`config.mk`:
```
export PLATFORM = sky130hd
export DESIGN_NAME = fetch_unit
export DESIGN_NICKNAME = d
export VERILOG_FILES = /design/src/rtl/fetch_unit.sv
export SDC_FILE = /design/constraint.sdc
export NUM_CORES = 1
export LEC_CHECK = 0
export ABC_AREA = 1
export CAP_MARGIN = 10
export CORE_MARGIN = 3
export CORE_UTILIZATION = 56
export CTS_CLUSTER_DIAMETER = 120
export CTS_CLUSTER_SIZE = 8
export DETAILED_ROUTE_END_ITERATION = 8
export PLACE_DENSITY = 0.82
export SYNTH_ARGS = -nofsm -noshare
export SYNTH_HDL_FRONTEND = slang
export SYNTH_SLANG_ARGS = --single-unit
```
`constraint.sdc`:
```
create_clock -name clk -period 4.8 [get_ports clk]
set_clock_uncertainty 0.2 [all_clocks]
set_input_delay 1.2 -clock clk [delete_from_list [all_inputs] [get_ports clk]]
set_output_delay 1.2 -clock clk [all_outputs]
set_load 0.05 [all_outputs]
```
`src/rtl/fetch_unit.sv`:
```
// ----------------------------------------------------------------------------
// fetch_unit
//   Instruction-fetch stage. Holds the PC and issues one request at a time to
//   instruction memory over a valid/ready handshake. Each fetched instruction
//   is handed to decode together with its PC. A two-entry buffer (out slot +
//   skid slot) absorbs decode stalls. Branch/jal redirects from execute flush
//   everything buffered and discard any response still in flight.
//
// Ports
//   clk, rst           rising-edge clock, synchronous active-high reset
//   redirect_valid     one-cycle pulse from execute (branch taken / jal)
//   redirect_target    new PC, bits [1:0] ignored
//   imem_req_valid     fetch request valid (registered)
//   imem_req_ready     instruction memory accepts the request this cycle
//   imem_addr          word-aligned fetch address (the PC register)
//   imem_rsp_valid     response valid, no backpressure
//   imem_rsp_data      fetched instruction
//   instr_valid        instr/instr_pc valid to decode (registered)
//   decode_ready       decode consumes instr this cycle
//   instr, instr_pc    instruction and its PC; NOP_INSTR / 0 when empty
// ----------------------------------------------------------------------------
module fetch_unit #(
    parameter int unsigned                 ADDRESS_WIDTH = 32,
    parameter logic [ADDRESS_WIDTH-1:0]    RESET_PC      = {ADDRESS_WIDTH{1'b0}},
    parameter logic [31:0]                 NOP_INSTR     = 32'h0000_0013
) (
    input  logic                     clk,
    input  logic                     rst,
    input  logic                     redirect_valid,
    input  logic [ADDRESS_WIDTH-1:0] redirect_target,
    output logic                     imem_req_valid,
    input  logic                     imem_req_ready,
    output logic [ADDRESS_WIDTH-1:0] imem_addr,
    input  logic                     imem_rsp_valid,
    input  logic [31:0]              imem_rsp_data,
    output logic                     instr_valid,
    input  logic                     decode_ready,
    output logic [31:0]              instr,
    output logic [ADDRESS_WIDTH-1:0] instr_pc
);

    typedef enum logic [1:0] {
        ST_REQ  = 2'd0,   // request pending (or waiting for buffer space)
        ST_WAIT = 2'd1,   // one request in flight, response wanted
        ST_DROP = 2'd2    // one request in flight, response to be discarded
    } state_t;

    localparam logic [ADDRESS_WIDTH-1:0] PC_STEP  = ADDRESS_WIDTH'(3'd4);
    localparam logic [ADDRESS_WIDTH-1:0] ZERO_PC  = {ADDRESS_WIDTH{1'b0}};

    state_t                     state;
    logic [ADDRESS_WIDTH-1:0]   pc;
    logic [ADDRESS_WIDTH-1:0]   inflight_pc;
    logic                       skid_valid;
    logic [31:0]                skid_data;
    logic [ADDRESS_WIDTH-1:0]   skid_pc;

    state_t                     state_next;
    logic [ADDRESS_WIDTH-1:0]   pc_next;
    logic [ADDRESS_WIDTH-1:0]   inflight_pc_next;
    logic                       out_valid_next;
    logic [31:0]                out_data_next;
    logic [ADDRESS_WIDTH-1:0]   out_pc_next;
    logic                       skid_valid_next;
    logic [31:0]                skid_data_next;
    logic [ADDRESS_WIDTH-1:0]   skid_pc_next;
    logic                       req_valid_next;

    logic                       handshake;
    logic                       transfer;
    logic                       in_flight;
    logic                       unused_target_bits;

    // The low target bits are forced to zero; keep them visibly consumed.
    assign unused_target_bits = ^redirect_target[1:0];

    // The PC register is the fetch address.
    assign imem_addr = pc;

    // Handshake qualifiers for the current cycle.
    always_comb begin
        handshake = (state == ST_REQ) && imem_req_valid && imem_req_ready;
        transfer  = instr_valid && decode_ready;
        in_flight = (state == ST_WAIT) || (state == ST_DROP);
    end

    // Next-state, PC and slot logic; redirect overrides everything else.
    always_comb begin
        state_next       = state;
        pc_next          = pc;
        inflight_pc_next = inflight_pc;
        out_valid_next   = instr_valid;
        out_data_next    = instr;
        out_pc_next      = instr_pc;
        skid_valid_next  = skid_valid;
        skid_data_next   = skid_data;
        skid_pc_next     = skid_pc;

        if (redirect_valid) begin
            pc_next         = {redirect_target[ADDRESS_WIDTH-1:2], 2'b00};
            out_valid_next  = 1'b0;
            out_data_next   = NOP_INSTR;
            out_pc_next     = ZERO_PC;
            skid_valid_next = 1'b0;
            // A response still owed (or just requested) must be thrown away;
            // a response arriving this very cycle is consumed and dropped here.
            if (handshake || (in_flight && !imem_rsp_valid)) begin
                state_next = ST_DROP;
            end else begin
                state_next = ST_REQ;
            end
        end else begin
            // Decode took the out slot: refill it from the skid slot if possible.
            if (transfer) begin
                if (skid_valid) begin
                    out_valid_next  = 1'b1;
                    out_data_next   = skid_data;
                    out_pc_next     = skid_pc;
                    skid_valid_next = 1'b0;
                end else begin
                    out_valid_next  = 1'b0;
                    out_data_next   = NOP_INSTR;
                    out_pc_next     = ZERO_PC;
                end
            end else begin
                out_valid_next = instr_valid;
            end

            case (state)
                ST_REQ: begin
                    if (handshake) begin
                        state_next       = ST_WAIT;
                        inflight_pc_next = pc;
                        pc_next          = pc + PC_STEP;
                    end else begin
                        state_next = ST_REQ;
                    end
                end
                ST_WAIT: begin
                    // Requests are only issued with the skid slot empty, so the
                    // skid slot is always free while waiting here.
                    if (imem_rsp_valid) begin
                        state_next = ST_REQ;
                        if (!instr_valid || transfer) begin
                            out_valid_next = 1'b1;
                            out_data_next  = imem_rsp_data;
                            out_pc_next    = inflight_pc;
                        end else begin
                            skid_valid_next = 1'b1;
                            skid_data_next  = imem_rsp_data;
                            skid_pc_next    = inflight_pc;
                        end
                    end else begin
                        state_next = ST_WAIT;
                    end
                end
                ST_DROP: begin
                    if (imem_rsp_valid) begin
                        state_next = ST_REQ;
                    end else begin
                        state_next = ST_DROP;
                    end
                end
                default: begin
                    state_next = ST_REQ;
                end
            endcase
        end

        // Request next cycle only if a response could always land somewhere.
        // The current decode_ready predicts whether the out slot will drain;
        // once raised, a request is held until it is accepted.
        req_valid_next = (state_next == ST_REQ) && !skid_valid_next &&
                         (!out_valid_next || decode_ready ||
                          (imem_req_valid && (state == ST_REQ) && !handshake));
    end

    // State and registered outputs.
    always_ff @(posedge clk) begin
        if (rst) begin
            state          <= ST_REQ;
            pc             <= RESET_PC;
            inflight_pc    <= ZERO_PC;
            skid_valid     <= 1'b0;
            skid_data      <= NOP_INSTR;
            skid_pc        <= ZERO_PC;
            imem_req_valid <= 1'b0;
            instr_valid    <= 1'b0;
            instr          <= NOP_INSTR;
            instr_pc       <= ZERO_PC;
        end else begin
            state          <= state_next;
            pc             <= pc_next;
            inflight_pc    <= inflight_pc_next;
            skid_valid     <= skid_valid_next;
            skid_data      <= skid_data_next;
            skid_pc        <= skid_pc_next;
            imem_req_valid <= req_valid_next;
            instr_valid    <= out_valid_next;
            instr          <= out_data_next;
            instr_pc       <= out_pc_next;
        end
    end

endmodule

```
# Word-level counts from Yosys, hierarchy flattened
# Index checks and enable logic that the tools add are counted.
# Widths: inputs -> output; s select.
# totals
register_bits,197
input_bits,70
ramBits,0
memories,0
rom_bits,0
wordCells,72
latchBits,0
output_inout_bits,98
# classes
add_sub_neg,1
div_mod_pow,0
bitwise,2
shifts,0
muxes,30
n_eq_ne,2
order_cmp,0
n_mul,0
n_reduce_logical,26
# op_table
cell,n
$mux 32,13
$add 32x3->32 const B,1
$mux 1,13
$logic_and 1x1->1,7
$mux 2,3
$pmux 2 s3,1
$logic_not 1->1,5
$logic_or 1x1->1,5
$logic_not 2->1,2
$reduce_and 2->1,2
$reduce_and 4->1,1
$reduce_bool 2->1,2
$reduce_and 3->1,1
$eq 2x1->1 const B,1
$eq 2x2->1 const B,1
$not 1->1,2
$reduce_or 2->1,1

# Logic depth before layout (Yosys ltp)
# depth
depth_word,10
depth_mapped,12
ltp_nobuf,11

# Least setup slack after synthesis
# Ideal clock, no wire load.
# synth_path
path_kind,in2reg
from,input port redirect_valid
to,register inflight_pc[4]
t_arrival_ps,2076
setup_time_ps,117
path_stages,7
path_slack_ps,2407
path_cell_list,buf_4 > inv_4 > nand4_4 > buf_2 > buf_2 > o21ai_0 > nor2_1
# synth_via
elab_chain_len,2
# synth_lines
element,line,source
"start, declared",29,"input logic redirect_valid,"
$not 1->1 (no line),n/a,
$reduce_and 3->1 (no line),n/a,
"end signal, assigned",194,inflight_pc <= inflight_pc_next;
"end, declared",53,logic [ADDRESS_WIDTH-1:0] inflight_pc;
# No other way between the ends.
# A chain may end at the register's enable or synchronous reset.

# Final worst setup path
# layout_path
from,input port decode_ready
to,register instr[9]
# layout_via
elab_chain_len,5
# layout_lines
element,line,source
"start, declared",37,"input logic decode_ready,"
$logic_and 1x1->1 *,83,transfer = instr_valid && decode_ready;
$mux 32 / $logic_or 1x1->1 (equally long branches),"114, 144",
$mux 32,144,if (!instr_valid || transfer) begin
$mux 32,142,if (imem_rsp_valid) begin
$mux 32 *,129,case (state)
"end signal, assigned",200,instr <= out_data_next;
"end, declared",38,"output logic [31:0] instr,"
# Mark *: on every way between the ends. The rest lies on a longest branch, timed or not.

==> flow_summary_export.csv <==
group,metric,value,unit
status,status,"finished, final reports clean",
global_route,grt_max_degree,87,
worst_setup_path,r2r_setup_slack,2.31,ns
timing,rsz0062_at_grt,"no",
hold_path,min-delay-start,"instr_pc[0]$_SDFF_PP0_",
clocking,clk_pin_slew_worst_paths,0.06,ns
floorplanning,core,0.01420,mm²
timing,slew_headroom,0.2617,
timing,hold_viol,0,
clocking,htreeDepth,4,
logic_synthesis,syn_area,0.008300,mm²
global_route,grt_overflow,0,
hold_path,hold_path_end,"instr_pc[0]$_SDFF_PP0_",
pwr,peakVddDrop,0.2741,mV
final_layout,nFillCells,1140,
worst_setup_path,r2r-end,"instr[9]$_SDFF_PP0_",
job,cap_violations,0,
final_layout,antenna_cells,0,
detailed_routing,firstDrtPassIters,7,
global_route,grt_pass1_wl,34.93,mm
worst_setup_path,crit_start,"decode_ready",
global_route,grt_usage,0.2602,
worst_setup_path,reg2regPathDepth,6,
detailed_routing,wl_met1,9.740,mm
timing,tightest_slew,1.106,ns
detailed_routing,finalWirelength,21.20,mm
timing,layout_min_cycle_time,3.279,ns
global_route,antenna_found_initial,0,
timing,slew_viol_final,0,
final_layout,layout_commonest_cell,"nand2_1",
placed_design,dp_hpwl,13.62,mm
logic_synthesis,synth_cell_types,32,
detailed_routing,top_layer,"met4",
placed_design,io_buffers,163,
clocking,cts-resized-gates,0,
timing,finalSetupViolations,0,
logic_synthesis,ys_seq_area_frac,0.4607,
timing,setup_tns,0,ns
timing,max_freq,305.0,MHz
detailed_routing,wl_met3,1.588,mm
logic_synthesis,yosysWarnings,0,
clocking,cts_buffer_depth,2,
worst_setup_path,r2r_start,"state[1]$_SDFF_PP0_",
floorplanning,die_h,127.7,µm
logic_synthesis,postSynthCellCount,1165,
worst_setup_path,critPathKind,"in -> reg",
hold_path,hold_depth,2,
floorplanning,rows,43,
floorplanning,start_util,0.5844,
detailed_routing,ant_nets,0,
worst_setup_path,worst_setup_path_end_kind,"flop",
detailed_routing,first_iter_violations,567,
pwr,cellPowerDensity,334.3,mW/mm²
detailed_routing,wire_per_inst,14.33,µm
floorplanning,dieWidth,127.7,µm
clocking,tritoncts,"yes",
final_layout,syn2layout_area_growth,26.88,%
floorplanning,die_area,0.01632,mm²
worst_setup_path,critPathMaxFanout,86,
placed_design,dpl.cell_count,1447,
worst_setup_path,cp-start-kind,"input pin",
detailed_routing,drc,0,
logic_synthesis,ys_ff_latch,191,
final_layout,layout-drive-gt1-share,0.05774,
floorplanning,ios,168,
clocking,postCtsHoldBufs,0,
final_layout,final_cell_mix,"nand2_1, nor2_1, dfxtp_1",
placed_design,place_congestion,0.8207,
final_layout,nets,1361,
worst_setup_path,cp.arrival,3.37,ns
timing,fin_crit_sh,0.6832,
clocking,clock_latency,0.43,ns
worst_setup_path,required,4.89,ns
detailed_routing,wl_met2,9.560,mm
detailed_routing,via_per_inst,5.404,
hold_path,hold_path.class,"reg -> reg",
clocking,cts_made_buffers,17,
logic_synthesis,syn_area_per_cell,7.125,µm²
final_layout,stdcell_count,1479,
pwr,p_leak,3.941,nW
clocking,post_cts_buffers,0,
clocking,clockRootBuffer,"clkbuf_16",
clocking,clock_sinks,191,
detailed_routing,dr_total_vias,7992,
global_route,grt_pass1_vias,7177,
==> worst max path at each step <==
stage                                   to  slack [ns]  cells after the start
2_1_floorplan  inflight_pc[4]$_SDFFE_PP0P_        2.41                      7
3_3_place_gp           instr[9]$_SDFF_PP0_        1.21                      6
3_5_place_dp           instr[9]$_SDFF_PP0_        1.18                      6
4_1_cts                instr[9]$_SDFF_PP0_        1.55                      6
5_1_grt                instr[9]$_SDFF_PP0_        1.33                      6
6_report               instr[9]$_SDFF_PP0_        1.52                      6
==> through the flow <==
stage	power [mW]	setup slack [ns]	utilization	hold slack [ns]	cell area [µm²]
after floorplan	1.895	2.407	-	0.2427	8304
after global placement	2.032	1.211	0.6967	0.2447	9896
after detailed placement	2.037	1.185	0.6967	0.2480	9896
after CTS	3.538	1.553	0.7415	0.2581	10530
after global routing	3.641	1.328	0.7415	0.2694	10530
final	3.520	1.521	0.7415	0.2616	10530
==> area by class of cell <==
cell class | count | area [µm²] | area share
multi-input combinational | 833 | 3846 | 0.3652
sequential | 191 | 3824 | 0.3631
tap | 180 | 225.2 | 0.02139
clock inverter | 13 | 192.7 | 0.01830
inverter | 69 | 261.5 | 0.02483
clock buffer | 19 | 442.9 | 0.04206
timing repair buffer | 174 | 1739 | 0.1651
==> worst max-delay path, cell delays in order <==
cell	delay (ns)
clkdlybuf4s50_1	0.51
or2_1	0.18
nand3_4	0.63
buf_4	0.51
o21ai_0	0.22
a31oi_1	0.07
==> per-layer routing <==
layer  global-route usage  up-vias
met5                    0        -
met1               0.3607     3617
met3              0.04875       29
met2               0.4122      303
li1                     -     4043
met4              0.08302        0
==> registers in the layout (all words and copies together) (netlist names), 2 cells and up <==
signal       count
instr_pc        32
skid_data       32
inflight_pc     30
instr           32
skid_pc         30
imem_addr       30
state            2
==> cell usage after synthesis <==
| cell type | count | area [µm²] |
|---|---|---|
| nand2_1 | 274 | 1028 |
| nor2_1 | 213 | 799.5 |
| dfxtp_1 | 191 | 3824 |
| o21ai_0 | 148 | 740.7 |
| a31oi_1 | 64 | 400.4 |
| inv_1 | 61 | 229.0 |
| buf_2 | 34 | 170.2 |
| nand3_1 | 34 | 170.2 |
| clkbuf_1 | 27 | 101.4 |
| a21oi_1 | 24 | 120.1 |
| o21ai_1 | 21 | 105.1 |
| nand4_1 | 9 | 56.30 |
| nor2_4 | 8 | 90.09 |
| buf_6 | 7 | 78.83 |
| inv_2 | 7 | 26.28 |
| nand2_2 | 7 | 43.79 |
| ha_1 | 5 | 62.56 |
| buf_4 | 4 | 30.03 |
| o211ai_1 | 4 | 30.03 |
| xor2_1 | 4 | 35.03 |
| nand3_2 | 3 | 30.03 |
| nor2_2 | 3 | 18.77 |
| nor3_1 | 3 | 15.01 |
| nand3b_1 | 2 | 15.01 |
| a22oi_1 | 1 | 7.510 |
| clkbuf_2 | 1 | 5.000 |
| conb_1 | 1 | 3.750 |
| inv_4 | 1 | 6.260 |
| nand3_4 | 1 | 17.52 |
| nand4_2 | 1 | 12.51 |
| nand4_4 | 1 | 21.27 |
| or2_1 | 1 | 6.260 |
==> power breakdown <==
group | switching (mW) | internal (mW) | total [mW]
logic | 0.214 | 0.135 | 0.349
clock network | 0.582 | 0.931 | 1.51
registers | 0.0394 | 1.62 | 1.66
==> cells by family (layout without fill, tap and decap cells) <==
family,after synthesis,after routing,synth area share
simple gates,560,560,0.2801
compound gates,262,262,0.1691
fa+ha+maj,5,5,0.007537
other cells,1,2,0.0004518
flops,191,191,0.4607
xor+xnor,4,4,0.004220
buf+inv,142,275,0.07793
No activity file was read; power rests on OpenSTA's default activity.
